**config.mk**
```make
export PLATFORM = sky130hd
export DESIGN_NAME = pattern_gen
export DESIGN_NICKNAME = d
export VERILOG_FILES = /design/src/rtl/pattern_pkg.sv /design/src/rtl/piso_shift.sv /design/src/rtl/pattern_gen.sv
export SDC_FILE = /design/constraint.sdc
export NUM_CORES = 1
export LEC_CHECK = 0
export ABC_AREA = 1
export ABC_CLOCK_PERIOD_IN_PS = 4100
export BUFFER_PORTS_ARGS = -buffer_cell sky130_fd_sc_hd__clkbuf_2
export CAP_MARGIN = 40
export CORE_AREA = 8 8 75 93
export DETAILED_ROUTE_END_ITERATION = 8
export DIE_AREA = 0 0 83 101
export PLACE_DENSITY = 0.61
export SLEW_MARGIN = 20
export SYNTH_ARGS = -nofsm -noshare
export SYNTH_HDL_FRONTEND = slang
export SYNTH_SLANG_ARGS = --single-unit
```
**constraint.sdc**
```tcl
create_clock -name clk_i -period 4.1 [get_ports clk_i]
set_input_delay 0.41 -clock clk_i [delete_from_list [all_inputs] [get_ports clk_i]]
set_output_delay 0.41 -clock clk_i [all_outputs]
set_load 0.005 [all_outputs]
```
**src/rtl/pattern_pkg.sv**
```systemverilog
// Shared constants and helpers for the serial frame transmitter.
package pattern_pkg;

    // FSM state encoding (2 bits)
    typedef logic [1:0] state_t;
    localparam state_t ST_IDLE = 2'd0;
    localparam state_t ST_SYNC = 2'd1;
    localparam state_t ST_DATA = 2'd2;
    localparam state_t ST_GAP  = 2'd3;

    // Default preamble: the sequence pattern_det-style detectors look for
    localparam int                    DEF_SYNC_W   = 4;
    localparam logic [DEF_SYNC_W-1:0] DEF_SYNC_PAT = 4'b1001;

    // Ceiling log2; clog2(1) = 0
    function automatic int clog2(input int v);
        int r;
        r = 0;
        while ((1 << r) < v) r++;
        return r;
    endfunction

    function automatic int max3(input int a, input int b, input int c);
        int m;
        m = (a > b) ? a : b;
        return (m > c) ? m : c;
    endfunction

endpackage

```
**src/rtl/piso_shift.sv**
```systemverilog
// Parallel-in, serial-out shifter: load a word, shift left, MSB is the serial bit.
module piso_shift #(
    parameter int W = 8
) (
    input  logic         clk_i,
    input  logic         rst_i,
    input  logic         load_i,
    input  logic         shift_i,
    input  logic [W-1:0] data_i,
    output logic         msb_o
);

    logic [W-1:0] sr_q;

    // Load has priority over shift; zeros fill from the LSB end
    always_ff @(posedge clk_i) begin
        if (rst_i) begin
            sr_q <= '0;
        end else if (load_i) begin
            sr_q <= data_i;
        end else if (shift_i) begin
            sr_q <= sr_q << 1;
        end
    end

    assign msb_o = sr_q[W-1];

endmodule

```
**src/rtl/pattern_gen.sv**
```systemverilog
// Serial frame transmitter: preamble, MSB-first payload, then idle-zero gap.
// All outputs are registers computed from the next-state values, so each
// output reflects the state the FSM is in during that same cycle.
module pattern_gen
    import pattern_pkg::*;
#(
    parameter int                DATA_W   = 24,
    parameter int                SYNC_W   = DEF_SYNC_W,
    parameter logic [SYNC_W-1:0] SYNC_PAT = DEF_SYNC_PAT,
    parameter int                GAP_CYC  = 2
) (
    input  logic              clk_i,
    input  logic              rst_i,
    input  logic [DATA_W-1:0] in_data_i,
    input  logic              in_valid_i,
    output logic              in_ready_o,
    output logic              out_o,
    output logic              out_valid_o,
    output logic              sync_flag_o,
    output logic              busy_o,
    output logic              done_o
);

    localparam int CNT_MAX = max3(SYNC_W, DATA_W, GAP_CYC);
    localparam int CW      = clog2(CNT_MAX + 1);

    localparam logic [CW-1:0] SYNC_LAST = CW'(SYNC_W - 1);
    localparam logic [CW-1:0] DATA_LAST = CW'(DATA_W - 1);
    // GAP is unreachable when GAP_CYC = 0; the value then only has to be legal
    localparam logic [CW-1:0] GAP_LAST  = (GAP_CYC > 0) ? CW'(GAP_CYC - 1) : '0;

    state_t        state_q, state_d;
    logic [CW-1:0] cnt_q, cnt_d;
    logic          accept;
    logic          shift_en;
    logic          shift_msb;
    logic          sync_bit;

    logic in_ready_q, out_q, out_valid_q, sync_flag_q, busy_q, done_q;

    // Next-state and bit counter; the counter restarts at 0 on every state change
    always_comb begin
        state_d = state_q;
        cnt_d   = cnt_q;
        accept  = 1'b0;
        case (state_q)
            ST_IDLE: begin
                if (in_valid_i && in_ready_q) begin
                    accept  = 1'b1;
                    state_d = ST_SYNC;
                    cnt_d   = '0;
                end
            end
            ST_SYNC: begin
                if (cnt_q == SYNC_LAST) begin
                    state_d = ST_DATA;
                    cnt_d   = '0;
                end else begin
                    cnt_d = cnt_q + 1'b1;
                end
            end
            ST_DATA: begin
                if (cnt_q == DATA_LAST) begin
                    state_d = (GAP_CYC > 0) ? ST_GAP : ST_IDLE;
                    cnt_d   = '0;
                end else begin
                    cnt_d = cnt_q + 1'b1;
                end
            end
            ST_GAP: begin
                if (cnt_q == GAP_LAST) begin
                    state_d = ST_IDLE;
                    cnt_d   = '0;
                end else begin
                    cnt_d = cnt_q + 1'b1;
                end
            end
            default: begin
                state_d = ST_IDLE;
                cnt_d   = '0;
            end
        endcase
    end

    // Preamble bit for the upcoming cycle, selected by constant index
    always_comb begin
        sync_bit = 1'b0;
        for (int i = 0; i < SYNC_W; i++) begin
            if (cnt_d == CW'(SYNC_W - 1 - i)) sync_bit = SYNC_PAT[i];
        end
    end

    // The shifter's current MSB is registered into out_q as the shifter advances
    assign shift_en = (state_d == ST_DATA);

    piso_shift #(.W(DATA_W)) u_piso (
        .clk_i   (clk_i),
        .rst_i   (rst_i),
        .load_i  (accept),
        .shift_i (shift_en),
        .data_i  (in_data_i),
        .msb_o   (shift_msb)
    );

    // State and counter registers
    always_ff @(posedge clk_i) begin
        if (rst_i) begin
            state_q <= ST_IDLE;
            cnt_q   <= '0;
        end else begin
            state_q <= state_d;
            cnt_q   <= cnt_d;
        end
    end

    // Registered outputs decoded from the next state
    always_ff @(posedge clk_i) begin
        if (rst_i) begin
            in_ready_q  <= 1'b1;
            out_q       <= 1'b0;
            out_valid_q <= 1'b0;
            sync_flag_q <= 1'b0;
            busy_q      <= 1'b0;
            done_q      <= 1'b0;
        end else begin
            in_ready_q  <= (state_d == ST_IDLE);
            out_q       <= (state_d == ST_SYNC) ? sync_bit :
                           (state_d == ST_DATA) ? shift_msb : 1'b0;
            out_valid_q <= (state_d == ST_SYNC) || (state_d == ST_DATA);
            sync_flag_q <= (state_d == ST_SYNC);
            busy_q      <= (state_d != ST_IDLE);
            done_q      <= (state_d == ST_DATA) && (cnt_d == DATA_LAST);
        end
    end

    assign in_ready_o  = in_ready_q;
    assign out_o       = out_q;
    assign out_valid_o = out_valid_q;
    assign sync_flag_o = sync_flag_q;
    assign busy_o      = busy_q;
    assign done_o      = done_q;

endmodule

```
After elaboration in Yosys (flattened, before gate mapping)
Index checks and enable logic that the tools add are counted.

Register bits: 37. Input bits: 27. Logic and storage cells: 50.

$add $sub $neg: 1. Equal/unequal tests: 12. Mux-type cells: 20. Reductions and logical operators: 8.

Operator list (number): 24-bit two-way mux (2); 5-bit two-way mux (4); 5-bit one-hot mux with 4 select lines (1); 5-bit by 2-bit equality test with 1-bit output (second input constant) (3); 5-bit by 1-bit equality test with 1-bit output (second input constant) (2); 5-bit equality test (second input constant) (2); 1-bit two-way mux (8); 2-bit two-way mux (4); 2-bit one-hot mux with 4 select lines (1); 2-bit equality test (second input constant) (3); 5-bit by 1-bit adder with 5-bit output (second input constant) (1); 5-bit zero test (1); 2-bit by 1-bit equality test with 1-bit output (second input constant) (2); 2-bit zero test (2); 2-bit nonzero test (2); 1-bit logical AND (2); 1-bit logical OR (1).

Logic depth before layout (Yosys ltp)
Gate-level depths: netlist of the first run.

Word-level depth: 9. Mapped depth: 14. Depth with buffers taken out: 12.

Hierarchy
A second synthesis of the first run with hierarchy kept.

Cell total of the unflattened synthesis: 303. Area total of the unflattened synthesis: 1983.2 µm².

Modules (own cells, without submodules): piso_shift (times used 1, cells an instance 181, area an instance 1168.6 µm², sequential area each 480.5 µm²); pattern_gen (times used 1, cells an instance 122, area an instance 814.5 µm², sequential area each 260.2 µm²).

Worst setup path before layout of the first run
OpenSTA, ideal clock, no wires.

Path type: register to register. Start point: reg cnt_q[1]. End point: reg u_piso.sr_q[16]. Arrival time: 1.946 ns. Required time: 4.026 ns. Slack: 2.080 ns. Cell stages (with the launch flop): 14. Buffers on the path: 2. Cells stage by stage: dfxtp_1 inv_1 ha_1 inv_1 nor2_1 nand2_1 nand2_2 nand4_1 inv_1 ha_1 buf_1 buf_1 nand3_1 a31oi_1.

Longest elaborated chain between the ends: 5. Elaborated cells between the ends (all ways): 9. Classes of those cells: eq/ne (4); mux (4); reduce/logical (1).

RTL lines: start, declared (RTL line pattern_gen.sv:33) `logic [CW-1:0] cnt_q, cnt_d;`; start signal, assigned (RTL line pattern_gen.sv:112) `cnt_q <= cnt_d;`; 5-bit by 1-bit equality test with 1-bit output, or another cell as far along (RTL line pattern_gen.sv:71) `if (cnt_q == GAP_LAST) begin`; 2-bit two-way mux, on equally long branches (RTL line pattern_gen.sv:71, pattern_gen.sv:55, pattern_gen.sv:63); 2-bit one-hot mux with 4 select lines * (RTL line pattern_gen.sv:46) `case (state_q)`; net state_d[0] (RTL line pattern_gen.sv:32) `state_t state_q, state_d;`; 2-bit equality test * (RTL line pattern_gen.sv:94) `assign shift_en = (state_d == ST_DATA);`; 2-bit nonzero test (no source line) *; end signal, assigned (RTL line piso_shift.sv:20) `sr_q <= data_i;`; end signal, assigned (RTL line piso_shift.sv:22) `sr_q <= sr_q << 1;`; end, declared (RTL line piso_shift.sv:13) `logic [W-1:0] sr_q;`.

The timed path passes the listed nets; every way through them passes the cells marked *. A chain may end at the register's enable or synchronous reset.

Worst setup path after layout of the first run
Start point: reg state_q[1]. End point: reg u_piso.sr_q[2].

Longest elaborated chain between the ends: 4. Elaborated cells between the ends (all ways): 13. Classes of those cells: eq/ne (4); mux (7); reduce/logical (2).

RTL lines: start, declared (RTL line pattern_gen.sv:32); start signal, assigned (RTL line pattern_gen.sv:111) `state_q <= state_d;`; 2-bit equality test, or another cell as far along (RTL line pattern_gen.sv:46); 2-bit one-hot mux with 4 select lines * (RTL line pattern_gen.sv:46); net state_d[0] (RTL line pattern_gen.sv:32); 2-bit equality test * (RTL line pattern_gen.sv:94); 2-bit nonzero test (no source line) *.

Marks and branches as above.

==> results of run 1 <==
## layer usage
| layer | vias up | part of all wire, % | track usage (%) |
|---|---|---|---|
| met3 | 7 | 4.5 | 3.72 |
| met4 | 0 | 1.7 | 3.79 |
| li1 | 880 | - | - |
| met2 | 30 | 48 | 17.5 |
| met1 | 766 | 46 | 12.1 |
| met5 | - | 0 | 0 |
## tightest hold or removal path, cell delays in order
cell and delay, ns:
clkbuf_2 0.08, nand2_1 0.05, a21oi_1 0.06
## synth_stat cells
cell type	n	share of area, %
a21oi_1	3	0.83
nand2_2	3	1.0
nor2_4	3	1.9
nor2_2	5	1.7
nor3_1	1	0.28
inv_1	17	3.5
clkbuf_1	4	0.83
nand3b_1	1	0.41
o21bai_1	1	0.41
a22oi_2	1	0.69
nand4_1	5	1.7
nand3_2	4	2.2
nor2_1	18	3.7
o211ai_1	1	0.41
a21oi_2	1	0.48
dfxtp_1	37	41
nand2_1	68	14
buf_6	1	0.62
buf_1	2	0.41
clkinv_2	1	0.28
inv_2	1	0.21
buf_2	7	1.9
nand3_1	36	10
ha_1	5	3.5
a31oi_1	23	7.9
## kinds of logic (layout without fill, tap and decap cells)
kind of cell	after synthesis	after routing	share of synthesized area [%]
and+or+nand+nor	144	144	37.0
DFF	37	37	40.9
buffers and inverters	33	61	7.81
AOI/OAI and AO/OA	30	30	10.8
adders and majority gates	5	5	3.46
## power groups by stage
stage	Clock [mW]	Combinational, mW	Sequential [mW]
detailed placement	0	0.126	0.406
floorplan	0	0.0872	0.404
finish	0.249	0.124	0.398
CTS	0.259	0.126	0.398
global placement	0	0.125	0.406
global route	0.277	0.142	0.401
## stage by stage
| stage | std cells | cell area (sq um) | power [mW] |
|---|---|---|---|
| after floorplan | 249 | 1810 | 0.491 |
| after global placement | 335 | 2000 | 0.531 |
| after detailed placement | 336 | 2010 | 0.532 |
| after CTS | 343 | 2100 | 0.783 |
| after global routing | 343 | 2100 | 0.820 |
| final | 343 | 2100 | 0.771 |
## how the worst min path moves through the flow
stage                               from              to
after floorplan           u_piso.sr_q[0]  u_piso.sr_q[0]
after detailed placement  u_piso.sr_q[0]  u_piso.sr_q[0]
after global routing        in_data_i[0]  u_piso.sr_q[0]
after global placement    u_piso.sr_q[0]  u_piso.sr_q[0]
after CTS                   in_data_i[0]  u_piso.sr_q[0]
final                       in_data_i[0]  u_piso.sr_q[0]
## flip-flops by register name (all words and copies together) (netlist names)
register	flops
done_o	1
state_q	2
busy_o	1
out_o	1
u_piso.sr_q	24
cnt_q	5
sync_flag_o	1
in_ready_o	1
out_valid_o	1
## cell type report
class                           instances  area, sq um  area share [%]
Multi-Input combinational cell        179          928            44.2
Sequential cell                        37          741            35.3
Clock buffer                            7         86.3            4.11
Tap cell                               66         82.6            3.93
Timing Repair Buffer                   35          190            9.05
Inverter                               19         72.6            3.45
==> results.toml, run 1 <==
[timing]
worst_slack_ns = 1.56
hold_slack_ns = 0.356
setup_viol = 0
tightest_slew_ns = 0.699
hold_violations = 0
period_share_pct = 61.9
max_freq_mhz = 394
period_needed_ns = 2.54
tns_ns = 0
maxSlewHeadroom_pct = 53.4
rsz0062_at_grt = "no"
finClkSkew_ns = 0.00696
slew_violations = 0

[clocking]
cts_root_buffer = "clkbuf_8"
cts_max_path_buffers = 2
clkSlewWorstSetupHoldPaths_ns = 0.07
clk_latency_ns = 0.28
cts_made_buffers = 5
ctsHoldBuffers = 0
cts_tree = "done"
htreeDepth = 2
cts-resized-gates = 0
clock_sinks = 37
post_cts_buffers = 0

[cells_and_area]
fillers = 605
finalNetCount = 309
final_cell_mix = "nand2_1 (68), dfxtp_1 (37), nand3_1 (36)"
drive_above_1_share_pct = 21.7
num_antenna_cells = 0
final_common_cell = "nand2_1"
syn2layout_area_growth_pct = 16.0
final_core_util_pct = 37.4

[die]
coreArea_sq_mm = 0.00562
chipWidth_um = 83
start_util_pct = 32.2
die_y_um = 101
die-area_sq_mm = 0.00838
io_pins = 33
rows = 31

[synth]
synth_cell_type_count = 25
ys_seq_area_share_pct = 40.9
synth_area_sq_mm = 0.00181
avgSynthCellArea_sq_um = 7.27
synth-seq-cells = 37
syn_inst = 249
syn_nets = 281
ys.warnings.count = 0

[pwr]
switching_power_mw = 0.206
clockPowerShare_pct = 32.3
seqPwrFrac_pct = 51.7
powerDensity_mw_per_mm2 = 367
comb_power_share_pct = 16.0
irDropWorstVdd_mv = 0.167
p_sw_share_pct = 26.8
p_int_mw = 0.564
p_leak_nw = 0.881

[global_route]
track_usage_pct = 10.5
antenna_found_initial = 0
grt_first_pass_wirelength_um = 7460
gr-total-overflow = 0
grt_pass1_vias = 1707
grt_max_degree = 36

[min_path]
hold_path.class = "input pin to flip-flop"
holdPathStages = 3

[routing]
vias = 1683
vias_per_cell = 4.91
drt-wirelength-per-cell_um = 12.3
drc = 0
routed_wl_um = 4220
dr.pass1.iters = 4
detail-route-antenna-nets = 0
drt_iter0_markers = 97

[setup_path]
cp.required_ns = 4.29
path_class = "flip-flop to flip-flop"
rr_worst_depth = 12
critPathCapture = "u_piso.sr_q[2]"
critPathTopFamily = "simple AND/OR/NAND/NOR gates"
r2r_start = "state_q[1]"
cp-startpoint = "state_q[1]"
regToRegEndpoint = "u_piso.sr_q[2]"
crit_chain = "inv_2 > nand2_2 > nor2_4 > buf_4 > inv_1 > nand4_1 > inv_1 > ha_1 > buf_8 > nor2_4 > nand2_1 > a31oi_1"
slowest_stage = "nor2_4"
slowest_delay_ns = 0.43
endpoint_kind = "flip-flop"
cp-start-kind = "flip-flop"
rrSetupSlack_ns = 1.56
cp.depth = 12
crit_buf_inv = 5
arrival_ns = 2.73
critPathMaxFanout = 27

[flow_run]
cap_violations = 0

[placed_design]
dp_hpwl_um = 3080
io_buffers = 32
gp_congestion = 0.785
place_ws_ns = 1.46

[status]
outcome = "finished, final reports clean"
Note: power is estimated with default switching activity, not from simulation.
==> run 2, diff against run 1 <==
--- a/config.mk
+++ b/config.mk
@@ -6,13 +6,13 @@
 export NUM_CORES = 1
 export LEC_CHECK = 0
 export ABC_AREA = 1
-export ABC_CLOCK_PERIOD_IN_PS = 4100
+export ABC_CLOCK_PERIOD_IN_PS = 2120
 export BUFFER_PORTS_ARGS = -buffer_cell sky130_fd_sc_hd__clkbuf_2
 export CAP_MARGIN = 40
 export CORE_AREA = 8 8 75 93
 export DETAILED_ROUTE_END_ITERATION = 8
 export DIE_AREA = 0 0 83 101
-export PLACE_DENSITY = 0.61
+export PLACE_DENSITY = 0.63
 export SLEW_MARGIN = 20
 export SYNTH_ARGS = -nofsm -noshare
 export SYNTH_HDL_FRONTEND = slang
==> constraint.sdc (replaced) <==
create_clock -name clk_i -period 2.12 [get_ports clk_i]
set_input_delay 0.212 -clock clk_i [delete_from_list [all_inputs] [get_ports clk_i]]
set_output_delay 0.212 -clock clk_i [all_outputs]
set_load 0.005 [all_outputs]
==> run 2 against run 1 <==
Effect of this change:
- hold slack worse by 0.19 ns
- first-iteration DRC count down 33%
- flip-flop and latch count did not move
- largest cell class unchanged
- highest routed layer unchanged
==> results.toml, run 2 (synthesis gave the netlist of run 1 again) <==
[setup_path]
r2r_start = "cnt_q[1]"
cp-startpoint = "cnt_q[1]"
critPathMaxFanout = 24
critPathCapture = "u_piso.sr_q[6]"
rr_worst_depth = 13
cp-start-kind = "flip-flop"
path_class = "flip-flop to flip-flop"
regToRegEndpoint = "u_piso.sr_q[6]"
arrival_ns = 2.10
endpoint_kind = "flip-flop"
cp.required_ns = 2.32
rrSetupSlack_ns = 0.22

[timing]
tns_ns = 0
rsz0062_at_grt = "no"
tightest_slew_ns = 0.724
finClkSkew_ns = 0.00699
max_freq_mhz = 525
maxSlewHeadroom_pct = 51.7
setup_viol = 0
period_needed_ns = 1.90
hold_violations = 0
slew_violations = 0
period_share_pct = 89.8

[placed_design]
io_buffers = 32
gp_congestion = 0.968
dp_hpwl_um = 3030

[clocking]
cts_made_buffers = 5
cts_max_path_buffers = 2
clock_sinks = 37
clkSlewWorstSetupHoldPaths_ns = 0.07
cts_tree = "done"
post_cts_buffers = 0
cts_root_buffer = "clkbuf_8"
ctsHoldBuffers = 0
clk_latency_ns = 0.29
htreeDepth = 2

[die]
start_util_pct = 32.2
rows = 31
die_y_um = 101
die-area_sq_mm = 0.00838
chipWidth_um = 83
coreArea_sq_mm = 0.00562
io_pins = 33

[routing]
drc = 0
detail-route-antenna-nets = 0
routed_wl_um = 4160
drt-wirelength-per-cell_um = 12.0
dr.pass1.iters = 4
drt_iter0_markers = 65
vias_per_cell = 4.91
vias = 1705

[pwr]
powerDensity_mw_per_mm2 = 695
p_leak_nw = 0.892
irDropWorstVdd_mv = 0.311
total_power_mw = 1.49

[global_route]
track_usage_pct = 10.3
antenna_found_initial = 0
gr-total-overflow = 0
grt_pass1_vias = 1728
grt_max_degree = 36
grt_first_pass_wirelength_um = 7220

[cells_and_area]
drive_above_1_share_pct = 23.1
final_cell_mix = "nand2_1 (68), nand3_1 (36), dfxtp_1 (36)"
num_antenna_cells = 0
regArea_sq_um = 742
reg_top3 = "u_piso.sr_q: 24 flops, cnt_q: 5 flops, state_q: 2 flops"
max_flop_register = "u_piso.sr_q"
finalNetCount = 312
final_common_cell = "nand2_1"
fillers = 606
largest_reg_flops = 24
multi_input_area_sq_um = 943
syn2layout_area_growth_pct = 18.5

[min_path]
hold_path.class = "input pin to flip-flop"

[flow_run]
cap_violations = 0

[status]
outcome = "finished, final reports clean"
[run 2: cell types whose count changed in the layout (fill, tap and decap cells not counted)]
cell      previous run  this run
buf_6                0         2
clkbuf_1             1         3
ha_1                 5         3
buf_12               0         1
buf_4                2         3
buf_8                1         0
clkbuf_8             6         5
dfxtp_1             37        36
dfxtp_2              0         1
ha_2                 0         1
ha_4                 0         1
[run 2: per-stage QoR]
| stage | setup WS (ns) | utilization, % | hold WS (ns) | instance area, sq um | std cells |
|---|---|---|---|---|---|
| finish | 0.217 | 38.2 | 0.162 | 2150 | 347 |
| detailed placement | 0.136 | 36.3 | 0.459 | 2040 | 339 |
| global placement | 0.140 | 36.3 | 0.453 | 2040 | 339 |
| floorplan | 0.0999 | - | 0.360 | 1810 | 249 |
| global route | 0.0199 | 38.2 | 0.172 | 2150 | 347 |
| CTS | 0.103 | 37.7 | 0.155 | 2120 | 347 |
[run 2: area by class of cell]
type / count / share of cell area, %
multi-input combinational: 179 / 44.0
inverter: 19 / 3.38
timing repair buffer: 38 / 10.5
sequential: 37 / 34.6
clock buffer: 8 / 3.73
tap: 66 / 3.85
[run 2: power breakdown]
group,total [mW],switching (mW),leakage [nW],internal (mW)
Combinational,0.249,0.151,0.549,0.0984
Sequential,0.769,0.0250,0.304,0.744
Clock,0.474,0.240,0.0395,0.234
[run 2: worst min path at each step]
stage               depth (start not counted)           start  slack (ns)               to
floorplan                                   2    in_data_i[0]        0.36   u_piso.sr_q[0]
global placement                            2  u_piso.sr_q[0]        0.45   u_piso.sr_q[0]
detailed placement                          2  u_piso.sr_q[0]        0.46   u_piso.sr_q[0]
CTS                                         3    in_data_i[0]        0.15   u_piso.sr_q[0]
global route                                3   in_data_i[19]        0.17  u_piso.sr_q[19]
finish                                      3    in_data_i[0]        0.16   u_piso.sr_q[0]
[run 2: repair_timing]
action                                  in CTS  in global routing
endpoints found under the setup margin       0                 26
endpoints found under the hold margin        0                  0
gates resized for setup                      0                  6
[run 2: layer usage]
layer | track usage, % | up-vias | part of all wire [%]
met5 | 0 | - | 0
met4 | 5.15 | 0 | 1.8
met3 | 3.24 | 6 | 4.6
met2 | 17.9 | 37 | 48
met1 | 11.0 | 773 | 45
li1 | - | 889 | -
[run 2: critical path, stage by stage (launching register included)]
cell,delay (ns)
dfxtp_2,0.36
inv_1,0.06
ha_1,0.17
inv_1,0.05
nor2_1,0.05
nand2_1,0.12
nand2_2,0.09
nand4_1,0.12
inv_1,0.10
ha_4,0.19
nor2_4,0.12
buf_12,0.16
nand2_1,0.06
a31oi_1,0.16
